## src/rtl/bus_arbiter_pkg.sv

```systemverilog
// Shared types and constants for the two-master (fetch/data) system bus arbiter.
package bus_arbiter_pkg;

  localparam int BUS_DATA_W = 32;
  localparam int BUS_MASK_W = 4;
  localparam int BUS_IRQ_W  = 6;

  localparam logic [BUS_DATA_W-1:0] BUS_ERR_WORD        = 32'hFFFF_FFFF;
  localparam int unsigned           BUS_TIMEOUT_DEFAULT = 255;

  typedef enum logic [1:0] {
    IDLE,
    GNT_IF,
    GNT_D
  } BusArbState_t;

  typedef enum logic {
    MASTER_IF,
    MASTER_D
  } BusMaster_t;

  // On a tie the master that was not served most recently wins.
  function automatic BusMaster_t rr_winner(input logic req_if, input logic req_d,
                                           input BusMaster_t last);
    if (req_if && req_d) begin
      return (last == MASTER_IF) ? MASTER_D : MASTER_IF;
    end else if (req_d) begin
      return MASTER_D;
    end
    return MASTER_IF;
  endfunction

  function automatic BusArbState_t gnt_state(input BusMaster_t m);
    return (m == MASTER_D) ? GNT_D : GNT_IF;
  endfunction

endpackage

```

## src/rtl/bus_arbiter_if.sv

```systemverilog
// Downstream system bus seen by the address decoder and peripherals.
interface bus_arbiter_if;
  import bus_arbiter_pkg::*;

  logic [BUS_DATA_W-1:0] bus_address;
  logic [BUS_DATA_W-1:0] bus_data_wr;
  logic                  bus_read;
  logic                  bus_write;
  logic [BUS_MASK_W-1:0] bus_mask;
  logic                  bus_stall;
  logic [BUS_DATA_W-1:0] bus_data_rd;
  logic [BUS_DATA_W-1:0] bus_data_rd_2;
  logic [BUS_IRQ_W-1:0]  bus_interrupt;

  modport master (
    output bus_address, bus_data_wr, bus_read, bus_write, bus_mask,
    input  bus_stall, bus_data_rd, bus_data_rd_2, bus_interrupt
  );

  modport slave (
    input  bus_address, bus_data_wr, bus_read, bus_write, bus_mask,
    output bus_stall, bus_data_rd, bus_data_rd_2, bus_interrupt
  );

endinterface

```

## src/rtl/bus_arbiter_watchdog.sv

```systemverilog
// Stall watchdog: counts stalled grant cycles and flags when the limit is reached.
module bus_watchdog
  import bus_arbiter_pkg::*;
#(
  parameter int unsigned TIMEOUT_CYCLES = BUS_TIMEOUT_DEFAULT
) (
  input  logic clk,
  input  logic rst_n,
  input  logic clr_i,
  input  logic en_i,
  output logic expired_o
);

  localparam logic [15:0] LIMIT   = 16'(TIMEOUT_CYCLES);
  localparam bit          ENABLED = (TIMEOUT_CYCLES != 0);

  logic [15:0] cnt_q, cnt_d;

  // Saturates so a disabled watchdog never wraps back to a small count.
  always_comb begin
    cnt_d = cnt_q;
    if (clr_i) begin
      cnt_d = '0;
    end else if (en_i && (cnt_q != 16'hFFFF)) begin
      cnt_d = cnt_q + 16'd1;
    end
  end

  always_ff @(posedge clk or negedge rst_n) begin
    if (!rst_n) begin
      cnt_q <= '0;
    end else begin
      cnt_q <= cnt_d;
    end
  end

  assign expired_o = ENABLED && (cnt_q == LIMIT);

endmodule

```

## src/rtl/bus_arbiter.sv

```systemverilog
// Round-robin arbiter between instruction fetch and data ports onto one system bus,
// with a stall watchdog that force-completes hung transactions.
module bus_arbiter
  import bus_arbiter_pkg::*;
#(
  parameter int unsigned           TIMEOUT_CYCLES = BUS_TIMEOUT_DEFAULT,
  parameter logic [BUS_DATA_W-1:0] ERR_WORD       = BUS_ERR_WORD
) (
  input  logic                  clk,
  input  logic                  rst_n,
  input  logic [BUS_DATA_W-1:0] if_address,
  input  logic                  if_read,
  output logic                  if_stall,
  output logic [BUS_DATA_W-1:0] if_data_rd,
  output logic [BUS_DATA_W-1:0] if_data_rd_2,
  input  logic [BUS_DATA_W-1:0] d_address,
  input  logic                  d_read,
  input  logic                  d_write,
  input  logic [BUS_DATA_W-1:0] d_data_wr,
  input  logic [BUS_MASK_W-1:0] d_mask,
  output logic                  d_stall,
  output logic [BUS_DATA_W-1:0] d_data_rd,
  bus_arbiter_if.master         bus,
  output logic [BUS_IRQ_W-1:0]  interrupt,
  output logic                  timeout_err
);

  BusArbState_t state_q;
  BusMaster_t   last_q;
  BusMaster_t   served;
  BusMaster_t   win;

  logic req_if, req_d;
  logic gnt_if, gnt_d;
  logic req_gnt, expired, forced, complete, wd_clr;
  logic [BUS_DATA_W-1:0] rd_word, rd_word_2;

  assign req_if  = if_read;
  assign req_d   = d_read | d_write;
  assign gnt_if  = (state_q == GNT_IF);
  assign gnt_d   = (state_q == GNT_D);
  assign req_gnt = (gnt_if & req_if) | (gnt_d & req_d);

  assign forced   = req_gnt & expired;
  assign complete = req_gnt & (~bus.bus_stall | expired);
  assign served   = gnt_d ? MASTER_D : MASTER_IF;

  // A completing master already counts as most recently served for the next pick.
  assign win = rr_winner(req_if, req_d, complete ? served : last_q);

  // IDLE and dropped requests both clear the watchdog via ~req_gnt.
  assign wd_clr = ~req_gnt | complete;

  bus_watchdog #(
    .TIMEOUT_CYCLES(TIMEOUT_CYCLES)
  ) u_watchdog (
    .clk      (clk),
    .rst_n    (rst_n),
    .clr_i    (wd_clr),
    .en_i     (bus.bus_stall),
    .expired_o(expired)
  );

  always_ff @(posedge clk or negedge rst_n) begin
    if (!rst_n) begin
      state_q <= IDLE;
      last_q  <= MASTER_IF;
    end else begin
      case (state_q)
        IDLE: begin
          if (req_if || req_d) begin
            state_q <= gnt_state(win);
          end
        end
        GNT_IF, GNT_D: begin
          if (!req_gnt) begin
            state_q <= IDLE;
          end else if (complete) begin
            last_q  <= served;
            state_q <= gnt_state(win);
          end
        end
        default: state_q <= IDLE;
      endcase
    end
  end

  // Strobes track the live request so a withdrawn request leaves the bus at once.
  always_comb begin
    bus.bus_address = '0;
    bus.bus_data_wr = '0;
    bus.bus_read    = 1'b0;
    bus.bus_write   = 1'b0;
    bus.bus_mask    = '0;
    if (gnt_if) begin
      bus.bus_address = if_address;
      bus.bus_read    = if_read & ~expired;
      bus.bus_mask    = '1;
    end else if (gnt_d) begin
      bus.bus_address = d_address;
      bus.bus_data_wr = d_data_wr;
      bus.bus_read    = d_read & ~expired;
      bus.bus_write   = d_write & ~expired;
      bus.bus_mask    = d_mask;
    end
  end

  assign rd_word   = forced ? ERR_WORD : bus.bus_data_rd;
  assign rd_word_2 = forced ? ERR_WORD : bus.bus_data_rd_2;

  assign if_data_rd   = gnt_if ? rd_word   : '0;
  assign if_data_rd_2 = gnt_if ? rd_word_2 : '0;
  assign d_data_rd    = gnt_d  ? rd_word   : '0;

  assign if_stall = req_if & ~(gnt_if & complete);
  assign d_stall  = req_d  & ~(gnt_d  & complete);

  assign timeout_err = forced;
  assign interrupt   = bus.bus_interrupt;

endmodule

```

## src/flat_wrapper.sv

```systemverilog
// flat-port wrapper written by rule: the top's interface ports become plain ports
module bus_arbiter_flat import bus_arbiter_pkg::*;
#(
  parameter int unsigned           TIMEOUT_CYCLES = BUS_TIMEOUT_DEFAULT,
  parameter logic [BUS_DATA_W-1:0] ERR_WORD       = BUS_ERR_WORD
)
  (clk, rst_n, if_address, if_read, if_stall, if_data_rd, if_data_rd_2, d_address, d_read, d_write, d_data_wr, d_mask, d_stall, d_data_rd, interrupt, timeout_err, bus_bus_address, bus_bus_data_wr, bus_bus_read, bus_bus_write, bus_bus_mask, bus_bus_stall, bus_bus_data_rd, bus_bus_data_rd_2, bus_bus_interrupt);
  bus_arbiter_if bus_i ();
  input  logic clk;
  input  logic rst_n;
  input  logic [BUS_DATA_W-1:0] if_address;
  input  logic if_read;
  output logic if_stall;
  output logic [BUS_DATA_W-1:0] if_data_rd;
  output logic [BUS_DATA_W-1:0] if_data_rd_2;
  input  logic [BUS_DATA_W-1:0] d_address;
  input  logic d_read;
  input  logic d_write;
  input  logic [BUS_DATA_W-1:0] d_data_wr;
  input  logic [BUS_MASK_W-1:0] d_mask;
  output logic d_stall;
  output logic [BUS_DATA_W-1:0] d_data_rd;
  output logic [BUS_IRQ_W-1:0] interrupt;
  output logic timeout_err;
  output wire logic [$bits(bus_i.bus_address)-1:0] bus_bus_address;
  output wire logic [$bits(bus_i.bus_data_wr)-1:0] bus_bus_data_wr;
  output wire logic [$bits(bus_i.bus_read)-1:0] bus_bus_read;
  output wire logic [$bits(bus_i.bus_write)-1:0] bus_bus_write;
  output wire logic [$bits(bus_i.bus_mask)-1:0] bus_bus_mask;
  input wire logic [$bits(bus_i.bus_stall)-1:0] bus_bus_stall;
  input wire logic [$bits(bus_i.bus_data_rd)-1:0] bus_bus_data_rd;
  input wire logic [$bits(bus_i.bus_data_rd_2)-1:0] bus_bus_data_rd_2;
  input wire logic [$bits(bus_i.bus_interrupt)-1:0] bus_bus_interrupt;
  assign bus_bus_address = bus_i.bus_address;
  assign bus_bus_data_wr = bus_i.bus_data_wr;
  assign bus_bus_read = bus_i.bus_read;
  assign bus_bus_write = bus_i.bus_write;
  assign bus_bus_mask = bus_i.bus_mask;
  assign bus_i.bus_stall = bus_bus_stall;
  assign bus_i.bus_data_rd = bus_bus_data_rd;
  assign bus_i.bus_data_rd_2 = bus_bus_data_rd_2;
  assign bus_i.bus_interrupt = bus_bus_interrupt;
  bus_arbiter #(.TIMEOUT_CYCLES(TIMEOUT_CYCLES), .ERR_WORD(ERR_WORD)) u_core (.clk(clk), .rst_n(rst_n), .if_address(if_address), .if_read(if_read), .if_stall(if_stall), .if_data_rd(if_data_rd), .if_data_rd_2(if_data_rd_2), .d_address(d_address), .d_read(d_read), .d_write(d_write), .d_data_wr(d_data_wr), .d_mask(d_mask), .d_stall(d_stall), .d_data_rd(d_data_rd), .bus(bus_i), .interrupt(interrupt), .timeout_err(timeout_err));
endmodule
```

## config.mk

```make
export PLATFORM = sky130hd
export DESIGN_NAME = bus_arbiter_flat
export DESIGN_NICKNAME = d
export VERILOG_FILES = /design/src/rtl/bus_arbiter_pkg.sv /design/src/rtl/bus_arbiter_if.sv /design/src/rtl/bus_arbiter_watchdog.sv /design/src/rtl/bus_arbiter.sv /design/src/flat_wrapper.sv
export SDC_FILE = /design/constraint.sdc
export NUM_CORES = 1
export LEC_CHECK = 0
export ABC_CLOCK_PERIOD_IN_PS = 6000
export BUFFER_PORTS_ARGS = -buffer_cell sky130_fd_sc_hd__buf_4
export CAP_MARGIN = 40
export CORE_AREA = 2 2 135 137
export CTS_CLUSTER_DIAMETER = 60
export DETAILED_ROUTE_END_ITERATION = 6
export DIE_AREA = 0 0 137 139
export REMOVE_ABC_BUFFERS = 1
export SLEW_MARGIN = 0
export SYNTH_ARGS = -nofsm -noshare
export SYNTH_HDL_FRONTEND = slang
export SYNTH_SLANG_ARGS = --single-unit
export TNS_END_PERCENT = 20
```

## constraint.sdc

```tcl
create_clock -name clk -period 6 [get_ports clk]
set_clock_uncertainty 0.2 [all_clocks]
set_input_delay 0.3 -clock clk [delete_from_list [all_inputs] [get_ports clk]]
set_output_delay 0.3 -clock clk [all_outputs]
set_load 0.02 [all_outputs]
```

==> run_results.csv, run 1 <==
group,metric,value,unit
status,outcome,"completed",
placed_design,place.gp.congestion,0.737,
routing,drc,0,
grt,grt_pass1_vias,3397,
layout,final_net_count,825,
timing,tns,0,ns
timing,timing.final.crit_period,3.12,ns
synth,ys_warn_count,0,
worst_setup_path,cp.required,5.50,ns
clock_tree,cts.clk_slew.worst_paths,0.06,ns
power,power_frac_comb,83.9,%
synth,syn_area,2650,µm²
worst_setup_path,reg2reg_to,"u_core.u_watchdog.cnt_q[6]$_DFFE_PN0P_",
worst_setup_path,endpoint_kind,"primary output",
clock_tree,clock_sink_count,19,
placed_design,io_buffer_count,338,
power,netSwitchingFraction,50.0,%
power,p_leak,2.77,nW
timing,final_max_slew_viol_count,0,
layout,drive_above_1_share,55.8,%
floorplan,die_h,139,µm
routing,wl,15100,µm
routing,dr_wl_met2,7630,µm
worst_setup_path,r2r_slack,3.43,ns
worst_setup_path,r2r_start,"u_core.u_watchdog.cnt_q[0]$_DFFE_PN0P_",
floorplan,io_pins,351,
grt,grt.total_usage,14.1,%
timing,final-setup-viol-count,0,
timing,slew_headroom,59.3,%
synth,synth-seq-cells,19,
power,p_per_area,324,nW/µm²
grt,grt_max_degree,85,
routing,drt_iter0_drc,176,
hold_path,worstHoldStart,"if_read",
layout,antenna_cells,0,
routing,ant_nets,0,
timing,rsz0062_at_grt,"no",
placed_design,dp_cells,867,
power,power.internal,0.884,mW
synth,synth_cell_types,45,
timing,fmax,320,MHz
routing,top_layer_used,"met5",
hold_path,holdPathEnd,"u_core.state_q[0]$_DFFE_PN0P_",
power,p_switching,0.884,mW
synth,seq_area_frac_synth,18.0,%
clock_tree,cts_buffers,3,
layout,multiInputGateArea,1960,µm²
routing,wire_per_inst,17.3,µm
layout,seqCellArea,475,µm²
floorplan,dieArea,19000,µm²
hold_path,holdPathStages,3,
timing,finalHoldViolCount,0,
grt,grt_pass1_wl,20800,µm
worst_setup_path,critPathMaxFanout,79,
routing,dr.pass1.iters,4,
power,power_frac_seq,8.4,%
routing,routed_via_density,4.27,
routing,wl_met3,1050,µm
worst_setup_path,path_class,"reg -> out",
timing,tightest_slew,0.611,ns
power,peakVddDrop,0.140,mV
clock_tree,cts_tree,"built",
floorplan,die_w,137,µm
worst_setup_path,worstSetupStartpointType,"register",
hold_path,holdCritPathClass,"in -> reg",
clock_tree,cts_buffer_depth,2,
layout,fillCellCount,1876,
layout,instances_no_fill,872,
power,clkPwrFrac,7.8,%
timing,fin_crit_sh,52.0,%
worst_setup_path,worstPathArrival,2.62,ns
floorplan,initial_core_util,15.0,%
worst_setup_path,r2r_cells,6,
routing,wl_met1,6350,µm
grt,antenna_found_initial,1,
synth,synthCells,334,
floorplan,core,17700,µm²
clock_tree,cts_root_buffer,"clkbuf_16",
clock_tree,htree_levels,1,
layout,area_growth,106,%
grt,grt_overflow_total,0,
floorplan,rows,49,
clock_tree,cts_post_setup_buffers_inserted,0,
clock_tree,clk_latency,0.25,ns
routing,vias,3722,
placed_design,dp_hpwl,12400,µm
run,maxCapViolCount,0,
synth,synth_area_per_cell,7.92,µm²
==> power groups by stage <==
stage / Combinational (mW) / Sequential [mW] / Clock (mW)
after floorplan: 0.818 / 0.147 / 0
after global placement: 1.48 / 0.150 / 0
after detailed placement: 1.49 / 0.150 / 0
after CTS: 1.50 / 0.148 / 0.143
after global routing: 1.57 / 0.149 / 0.149
final: 1.48 / 0.148 / 0.137
==> cells in the final DEF (no fill, tap or decap), types with 6 or more instances in the layout <==
cell type and count:
a21oi_1 12, a22o_1 32, and2_1 34, buf_4 342, dfrtp_1 19, nand2_1 10
nand3_1 6, nor2_1 9, o21a_1 98, o21ai_0 7
==> worst max-delay path by stage <==
stage | start | end | slack, ns | depth (start not counted)
5_1_grt | u_core.state_q[0]$_DFFE_PN0P_ | bus_bus_read | 2.69 | 8
4_1_cts | u_core.state_q[0]$_DFFE_PN0P_ | bus_bus_read | 2.83 | 8
3_3_place_gp | u_core.state_q[1]$_DFFE_PN0P_ | u_core.state_q[1]$_DFFE_PN0P_ | 3.00 | 8
2_1_floorplan | u_core.state_q[1]$_DFFE_PN0P_ | bus_bus_write | 1.28 | 4
6_report | u_core.u_watchdog.cnt_q[0]$_DFFE_PN0P_ | if_data_rd[25] | 2.88 | 9
3_5_place_dp | u_core.state_q[0]$_DFFE_PN0P_ | bus_bus_read | 3.12 | 8
==> Yosys cell counts <==
library cell,number,area (µm²)
o41ai_1,1,8.76
nor2b_1,2,12.5
inv_1,4,15.0
o22ai_1,1,6.26
a21o_1,5,37.5
a211oi_1,1,7.51
dfrtp_1,19,475
nand2_2,1,6.26
o21ai_0,7,35.0
o31ai_1,2,15.0
a31oi_1,1,6.26
buf_4,6,45.0
o21a_1,98,736
or3_1,3,18.8
and2_1,34,213
or4_4,2,22.5
a311o_1,1,10.0
o22ai_2,1,12.5
nand2b_1,1,6.26
nand2_1,10,37.5
xor2_1,4,35.0
clkbuf_1,22,82.6
nor3b_1,1,7.51
a311oi_1,1,8.76
nor3_1,4,20.0
buf_6,4,45.0
nand3b_1,1,7.51
nor2_1,9,33.8
and3_1,5,31.3
o21ai_2,1,8.76
nor4b_1,1,8.76
nand4_1,2,12.5
o211ai_1,3,22.5
nand3_1,6,30.0
and4_1,2,17.5
nor4_2,1,12.5
and4b_1,2,20.0
a211o_1,1,8.76
a21oi_1,12,60.1
a22o_1,32,280
or4_1,4,30.0
ha_1,5,62.6
buf_2,8,40.0
mux2_2,1,11.3
nor2_4,2,22.5
==> per-layer routing <==
layer | global-route usage, % | vias up
met2 | 25.2 | 134
met3 | 2.74 | 8
met1 | 18.1 | 1716
met4 | 1.36 | 2
li1 | - | 1862
met5 | 0 | -
==> cell type report <==
type                       count  share of cell area (%)
sequential                    19                    8.72
multi-input combinational    271                    36.0
clock inverter                 1                  0.0918
tap                          229                    5.25
inverter                       4                   0.275
clock buffer                   3                    1.38
timing repair buffer         345                    48.3
==> worst max-delay path, stage by stage, from the launching register on <==
cell	delay (ns)
dfrtp_1	0.38
ha_1	0.20
and2_1	0.18
and3_1	0.44
nand2_2	0.13
nor2_4	0.12
buf_4	0.25
buf_16	0.32
o21a_1	0.16
buf_4	0.14
==> cells by family after synthesis <==
family	after synthesis	share of synthesized area, %
buffers and inverters	44	8.60
adders and majority gates	5	2.36
DFF	19	18.0
and+or+nand+nor	93	21.6
AOI/OAI and AO/OA	168	47.8
xor gates and xnor gates	4	1.32
muxes	1	0.426
==> state kept, by name (all words and copies together) (netlist names) <==
signal / flops
u_core.last_q: 1
u_core.state_q: 2
u_core.u_watchdog.cnt_q: 16
==> what timing repair did <==
item                      4_1_cts  5_1_grt
hold endpoints to repair       19        0
hold buffers                    1        0
resized for setup               0        0
==> through the flow <==
stage / total power [mW] / utilization (%) / hold WS [ns] / worst slack (ns) / area, µm²
after global placement: 1.63 / 30.1 / -0.00317 / 3.00 / 5310
final: 1.77 / 30.9 / 0.202 / 2.88 / 5450
after detailed placement: 1.64 / 30.4 / -0.00654 / 3.12 / 5360
after CTS: 1.79 / 30.9 / 0.193 / 2.83 / 5450
after global routing: 1.87 / 30.9 / 0.220 / 2.69 / 5450
after floorplan: 0.965 / - / -0.196 / 1.28 / 2430
Note: power is estimated with default switching activity, not from simulation.
==> run 2: changes to the inputs <==
--- a/config.mk
+++ b/config.mk
@@ -5,13 +5,14 @@
 export SDC_FILE = /design/constraint.sdc
 export NUM_CORES = 1
 export LEC_CHECK = 0
-export ABC_CLOCK_PERIOD_IN_PS = 6000
+export ABC_AREA = 1
+export ABC_CLOCK_PERIOD_IN_PS = 3100
 export BUFFER_PORTS_ARGS = -buffer_cell sky130_fd_sc_hd__buf_4
 export CAP_MARGIN = 40
-export CORE_AREA = 2 2 135 137
+export CORE_AREA = 2 2 138 140
 export CTS_CLUSTER_DIAMETER = 60
 export DETAILED_ROUTE_END_ITERATION = 6
-export DIE_AREA = 0 0 137 139
+export DIE_AREA = 0 0 140 142
 export REMOVE_ABC_BUFFERS = 1
 export SLEW_MARGIN = 0
 export SYNTH_ARGS = -nofsm -noshare
==> constraint.sdc (replaced) <==
create_clock -name clk -period 3.1 [get_ports clk]
set_clock_uncertainty 0.2 [all_clocks]
set_input_delay 0.155 -clock clk [delete_from_list [all_inputs] [get_ports clk]]
set_output_delay 0.155 -clock clk [all_outputs]
set_load 0.02 [all_outputs]
==> run 2 against run 1 <==
Compared with the run above: the run now ends with DRC left; first-iteration DRC count is 28% higher; combinational power is 140% higher; clock-buffer cell count stayed put; die area is 4.4% higher; cell area is 3.4% higher; hold slack worse by 0.20 ns; global-route usage is 0.94 points higher; clock power is 100% higher; wire length is 11% higher; cell count is 20% higher; non-clock buffer count is 5 higher; critical path type unchanged.
==> run_results.csv, run 2 <==
group,metric,value,unit
status,outcome,"finished with violations",
status,violations,"DRC",
timing,final_max_slew_viol_count,0,
routing,vias,4367,
synth,syn_area,2840,µm²
synth,synth_cell_types,30,
timing,tightest_slew,0.789,ns
layout,largest_reg_flops,16,
hold_path,holdCritPathClass,"in -> reg",
grt,grt.total_usage,15.1,%
layout,top_register,"u_core.u_watchdog.cnt_q",
timing,final-setup-viol-count,0,
synth,yosysTopAreaCell,"nand2_1",
timing,rsz0062_at_grt,"no",
timing,tns,0,ns
routing,wire_per_inst,16.0,µm
synth,synth.most_common_cell,"nand2_1",
clock_tree,cts_buffers,3,
placed_design,dp_hpwl,13600,µm
routing,drt_iter0_drc,226,
floorplan,initial_core_util,15.4,%
layout,final_common_cell,"buf_4",
grt,grt_max_degree,72,
floorplan,rows,50,
floorplan,die_w,140,µm
routing,ant_nets,0,
worst_setup_path,critPathMaxFanout,71,
synth,yosys-top-cells-count,"142 x nand2_1, 67 x a21oi_1, 54 x nor2_1",
routing,wl,16700,µm
worst_setup_path,cp.required,2.74,ns
power,power_frac_seq,8.2,%
power,power.internal,1.84,mW
clock_tree,cts_root_buffer,"clkbuf_16",
worst_setup_path,endpoint_kind,"primary output",
power,p_per_area,743,nW/µm²
clock_tree,cts_tree,"built",
worst_setup_path,cpPeakStageDelay,0.59,ns
routing,dr.pass1.iters,7,
synth,ys_async_sr_fraction,100,%
synth,yosys.area.top_type_share,18.8,%
layout,area_growth,98.7,%
floorplan,die_h,142,µm
layout,antenna_cells,0,
worst_setup_path,path_class,"reg -> out",
worst_setup_path,crit_slowest_cell,"buf_4",
layout,seqCellArea,475,µm²
synth,synth_edf_count,0,
grt,antenna_found_initial,0,
layout,drive_above_1_share,45.0,%
timing,slew_headroom,47.4,%
floorplan,core,18500,µm²
clock_tree,cts.clk_slew.worst_paths,0.06,ns
routing,routed_via_density,4.17,
routing,drc,26,
clock_tree,clk_latency,0.25,ns
power,peakVddDrop,0.658,mV
synth,ys_warn_count,0,
clock_tree,cts_post_setup_buffers_inserted,0,
timing,timing.final.crit_period,2.54,ns
timing,fmax,393,MHz
worst_setup_path,worstSetupStartpointType,"register",
worst_setup_path,worstPathArrival,2.19,ns
timing,finalHoldViolCount,0,
grt,grt_pass1_wl,23800,µm
power,design_power_total,4.19,mW
power,p_leak,3.19,nW
layout,fin_area,5640,µm²
grt,grt_overflow_total,0,
clock_tree,ctsResizeCount,0,
synth,synth-seq-cells,19,
synth,seq_area_frac_synth,16.8,%
timing,whs,0.00534,ns
worst_setup_path,crit_chain,"inv_1 -> ha_2 -> buf_4 -> nand3_1 -> a22oi_1 -> buf_4",
clock_tree,cts_buffer_depth,2,
power,netSwitchingFraction,56.0,%
layout,final_net_count,996,
power,clkPwrFrac,6.5,%
layout,multiInputGateArea,1930,µm²
synth,synth_area_per_cell,5.61,µm²
placed_design,io_buffer_count,338,
clock_tree,htree_levels,1,
worst_setup_path,path_common_cell,"buf_4",
clock_tree,clock_sink_count,19,
floorplan,dieArea,19900,µm²
layout,fillCellCount,2042,
timing,fin_crit_sh,82.0,%
synth,synthCells,506,
grt,grt_pass1_vias,3939,
power,power_frac_comb,85.3,%
layout,layout_common_cells,"347 x buf_4, 142 x nand2_1, 67 x a21oi_1, 54 x nor2_1, 49 x inv_1",
layout,reg_top3,"u_core.u_watchdog.cnt_q (16), u_core.state_q (2), u_core.last_q (1)",
power,p_switching,2.35,mW
floorplan,io_pins,351,
synth,synth.area.top_cells,"nand2_1 19%, dfrtp_1 17%, a21oi_1 12%",
run,maxCapViolCount,0,
placed_design,place.gp.congestion,0.832,
synth,synthFlopType,"dfrtp_1",
placed_design,placed_cell_area,5550,µm²
run 2: timing repair:
item / 4_1_cts / 5_1_grt
hold buffers: 1 / 0
setup endpoints to repair: 0 / 0
hold endpoints to repair: 19 / 0
run 2: cell type report:
type,count,area share (%)
clock buffers,3,1.33
multi-input cells,388,34.2
inverters,53,3.53
repair buffers,350,47.2
flip-flops and latches,19,8.43
clock inverters,1,0.133
well taps,234,5.19
run 2: stage by stage:
| step | cells | utilization, % | setup slack [ns] |
|---|---|---|---|
| finish | 1048 | 30.6 | 0.557 |
| global route | 1048 | 30.6 | 0.430 |
| CTS | 1048 | 30.6 | 0.520 |
| detailed placement | 1043 | 30.1 | 0.802 |
| global placement | 1041 | 29.8 | 0.540 |
| floorplan | 460 | - | -2.07 |
run 2: worst paths after layout:
check,to,slack (ns),depth (start not counted),start
max in group asynchronous,u_core.u_watchdog.cnt_q[8]$_DFFE_PN0P_,2.38,2,rst_n
min in group asynchronous,u_core.u_watchdog.cnt_q[0]$_DFFE_PN0P_,0.12,2,rst_n
worst min register to register,u_core.last_q$_DFFE_PN0P_,0.31,1,u_core.last_q$_DFFE_PN0P_
worst max-delay path,bus_bus_read,0.56,6,u_core.state_q[0]$_DFFE_PN0P_
worst min-delay path,u_core.state_q[1]$_DFFE_PN0P_,0.005,4,if_read
worst max register to register,u_core.u_watchdog.cnt_q[6]$_DFFE_PN0P_,0.85,9,u_core.u_watchdog.cnt_q[1]$_DFFE_PN0P_
run 2: power groups by stage:
stage,Sequential [mW],Clock [mW],Combinational (mW)
floorplan,0.333,0,1.93
global placement,0.346,0,3.55
detailed placement,0.347,0,3.59
CTS,0.343,0.281,3.60
global route,0.349,0.288,3.84
finish,0.343,0.274,3.57
run 2: cell families after synthesis:
| group | count (synthesis) | synth area share, % |
|---|---|---|
| and+or+nand+nor | 254 | 37.4 |
| buffers and inverters | 99 | 15.9 |
| adders and majority gates | 5 | 2.20 |
| muxes | 1 | 0.397 |
| xor gates and xnor gates | 10 | 3.09 |
| DFF | 19 | 16.8 |
| AOI/OAI and AO/OA | 118 | 24.3 |
run 2: worst max-delay path, delay by kind of cell, from the launching register on:
family                     cells  cell delay, ns
DFF                            1            0.44
AOI/OAI and AO/OA              1            0.28
adders and majority gates      1            0.19
and+or+nand+nor                1            0.14
buffers and inverters          3            0.89
run 2: per-layer routing:
metal	track usage (%)	up-vias	wire (µm)
li1	-	2223	-
met1	21.5	1978	7680
met2	23.7	160	7640
met3	4.10	6	1370
met5	0	-	0
met4	1.17	0	43
==> run 3: changes to the inputs <==
--- a/config.mk
+++ b/config.mk
@@ -6,7 +6,7 @@
 export NUM_CORES = 1
 export LEC_CHECK = 0
 export ABC_AREA = 1
-export ABC_CLOCK_PERIOD_IN_PS = 3100
+export ABC_CLOCK_PERIOD_IN_PS = 2200
 export BUFFER_PORTS_ARGS = -buffer_cell sky130_fd_sc_hd__buf_4
 export CAP_MARGIN = 40
 export CORE_AREA = 2 2 138 140
==> constraint.sdc (replaced) <==
create_clock -name clk -period 2.2 [get_ports clk]
set_clock_uncertainty 0.2 [all_clocks]
set_input_delay 0.11 -clock clk [delete_from_list [all_inputs] [get_ports clk]]
set_output_delay 0.11 -clock clk [all_outputs]
set_load 0.02 [all_outputs]
==> run 3 against run 2 <==
Compared with the run above: critical path type unchanged; global-route usage increased by 0.25 points; setup slack got worse by 0.55 ns; flip-flop and latch count unchanged; the run still ends with DRC left; total power increased by 55%; core utilization increased by 4.0 points; cell area increased by 13%; via count increased by 2.0%; highest routed layer unchanged; sequential power increased by 37%; cell count increased by 2.1%; die area unchanged.
==> run_results.csv, run 3 (same netlist as run 2, synthesis figures left out) <==
group,metric,value,unit
floorplan,rows,50,
grt,grt_pass1_wl,24100,µm
floorplan,io_pins,351,
layout,fin_area,6370,µm²
timing,final-setup-viol-count,0,
timing,final_max_slew_viol_count,0,
layout,layout_common_cells,"323 x buf_4, 138 x nand2_1, 53 x nor2_1, 46 x inv_1, 46 x nand3_1",
placed_design,io_buffer_count,338,
clock_tree,clk_latency,0.26,ns
timing,rsz0062_at_grt,"yes",
power,peakVddDrop,0.547,mV
routing,dr.pass1.iters,7,
timing,finalHoldViolCount,0,
timing,timing.final.crit_period,2.19,ns
hold_path,holdPathEnd,"interrupt[0]",
hold_path,worstHoldStart,"bus_bus_interrupt[0]",
placed_design,place.gp.congestion,0.856,
worst_setup_path,path_class,"reg -> out",
routing,vias,4454,
clock_tree,cts.clk_slew.worst_paths,0.06,ns
run,maxCapViolCount,0,
floorplan,dieArea,19900,µm²
floorplan,core,18500,µm²
timing,fin_crit_sh,99.7,%
power,p_leak,3.40,nW
routing,top_layer_used,"met4",
routing,routed_via_density,4.16,
worst_setup_path,reg2reg_to,"u_core.u_watchdog.cnt_q[13]$_DFFE_PN0P_",
layout,antenna_cells,0,
power,design_power_total,6.49,mW
status,outcome,"finished with violations",
floorplan,initial_core_util,15.4,%
placed_design,placed_cell_area,5620,µm²
worst_setup_path,path_buf_inv,3,
layout,drive_above_1_share,53.6,%
timing,fmax,456,MHz
layout,fillCellCount,1956,
clock_tree,clock_sink_count,19,
worst_setup_path,r2r_cells,9,
floorplan,die_w,140,µm
clock_tree,cts_buffers,3,
routing,wl_met1,8790,µm
grt,grt_overflow_total,0,
worst_setup_path,cp.required,1.89,ns
routing,wl,18500,µm
power,p_per_area,1020,nW/µm²
worst_setup_path,cpPeakStageDelay,0.42,ns
worst_setup_path,r2r_slack,0.21,ns
grt,grt_max_degree,92,
worst_setup_path,endpoint_kind,"primary output",
floorplan,die_h,142,µm
worst_setup_path,critPathMaxFanout,8,
routing,ant_nets,0,
routing,drt_iter0_drc,290,
routing,wl_met3,1280,µm
layout,reg_top3,"u_core.u_watchdog.cnt_q (16), u_core.state_q (2), u_core.last_q (1)",
clock_tree,cts_buffer_depth,2,
worst_setup_path,crit_slowest_cell,"dfrtp_1",
worst_setup_path,r2r_start,"u_core.state_q[0]$_DFFE_PN0P_",
status,violations,"DRC",
worst_setup_path,path_delay_family,"simple AND/OR/NAND/NOR gates",
routing,drc,25,
hold_path,holdPathStages,0,
layout,area_growth,125,%
timing,slew_headroom,66.3,%
layout,top_register,"u_core.u_watchdog.cnt_q",
clock_tree,cts_tree,"built",
placed_design,dp_hpwl,13500,µm
grt,antenna_found_initial,0,
worst_setup_path,crit_chain,"nor2_1 -> nand2_1 -> nor2_4 -> nand2_4 -> nor2_8 -> inv_8 -> clkbuf_16 -> a21oi_1 -> buf_4",
routing,wire_per_inst,17.3,µm
layout,final_common_cell,"buf_4",
worst_setup_path,worstPathArrival,1.88,ns
worst_setup_path,worstSetupStartpointType,"register",
grt,grt.total_usage,15.3,%
grt,grt_pass1_vias,3981,
routing,dr_wl_met2,8250,µm
timing,tightest_slew,0.506,ns
layout,final_net_count,1018,
clock_tree,cts_root_buffer,"clkbuf_16",
clock_tree,htree_levels,1,
hold_path,holdCritPathClass,"in -> out",
layout,largest_reg_flops,16,
## run 3: cell types whose count changed in the layout (fill, tap and decap cells not counted), moves of 3 or more
cell       change
a21oi_1       -50
buf_6         +37
nand2_1        -4
a21oi_4        +8
a21oi_2       +42
inv_1          -3
clkbuf_16      +4
buf_4         -24
nand2_2        +4
## run 3: cell type report
cell class	instances	area [µm²]	share of cell area [%]
clock inverter	1	5.00	0.0785
timing repair buffer	372	3090	48.4
multi-input combinational	388	2230	34.9
inverter	53	211	3.32
sequential	19	477	7.48
clock buffer	3	75.1	1.18
tap	234	293	4.59
## run 3: stage by stage
step | hold slack, ns | utilization, % | cells | TNS, ns | worst slack [ns]
2_1_floorplan | -0.386 | - | 460 | -363.62 | -2.92
3_3_place_gp | -0.195 | 30.5 | 1051 | 0 | 0.194
3_5_place_dp | -0.195 | 30.5 | 1051 | 0 | 0.182
4_1_cts | 0.0202 | 31.2 | 1057 | -2.05 | -0.0569
5_1_grt | 0.0201 | 34.5 | 1070 | -2.32 | -0.0763
6_report | 0.0201 | 34.5 | 1070 | 0 | 0.00727
## run 3: worst max path at each step
stage | from | to | slack (ns) | cells after the start
floorplan | u_core.state_q[1]$_DFFE_PN0P_ | if_data_rd[0] | -2.92 | 4
global placement | u_core.state_q[0]$_DFFE_PN0P_ | u_core.u_watchdog.cnt_q[0]$_DFFE_PN0P_ | 0.19 | 9
detailed placement | u_core.state_q[0]$_DFFE_PN0P_ | u_core.u_watchdog.cnt_q[0]$_DFFE_PN0P_ | 0.18 | 9
CTS | u_core.state_q[0]$_DFFE_PN0P_ | if_data_rd[21] | -0.06 | 10
global route | u_core.u_watchdog.cnt_q[14]$_DFFE_PN0P_ | d_data_rd[17] | -0.08 | 9
finish | u_core.u_watchdog.cnt_q[9]$_DFFE_PN0P_ | if_data_rd[18] | 0.007 | 9
## run 3: power by group
part           switching (mW)  leakage (nW)  internal, mW
combinational            3.35          3.10          2.29
sequential             0.0534         0.257         0.416
clock                   0.142        0.0409         0.244
## run 3: per-layer routing
layer | up-vias | global-route usage, %
met5 | - | 0
met1 | 1981 | 22.5
met2 | 188 | 23.3
li1 | 2271 | -
met3 | 14 | 3.26
met4 | 0 | 2.76
## run 3: repair_timing
| item | CTS | global route |
|---|---|---|
| hold buffers | 2 | 0 |
| gates resized for setup | 8 | 110 |
| pin swaps | 0 | 4 |
| setup buffers | 0 | 6 |
| endpoints found under the hold margin | 21 | 0 |
| cloned | 0 | 7 |
| setup endpoints to repair | 86 | 162 |
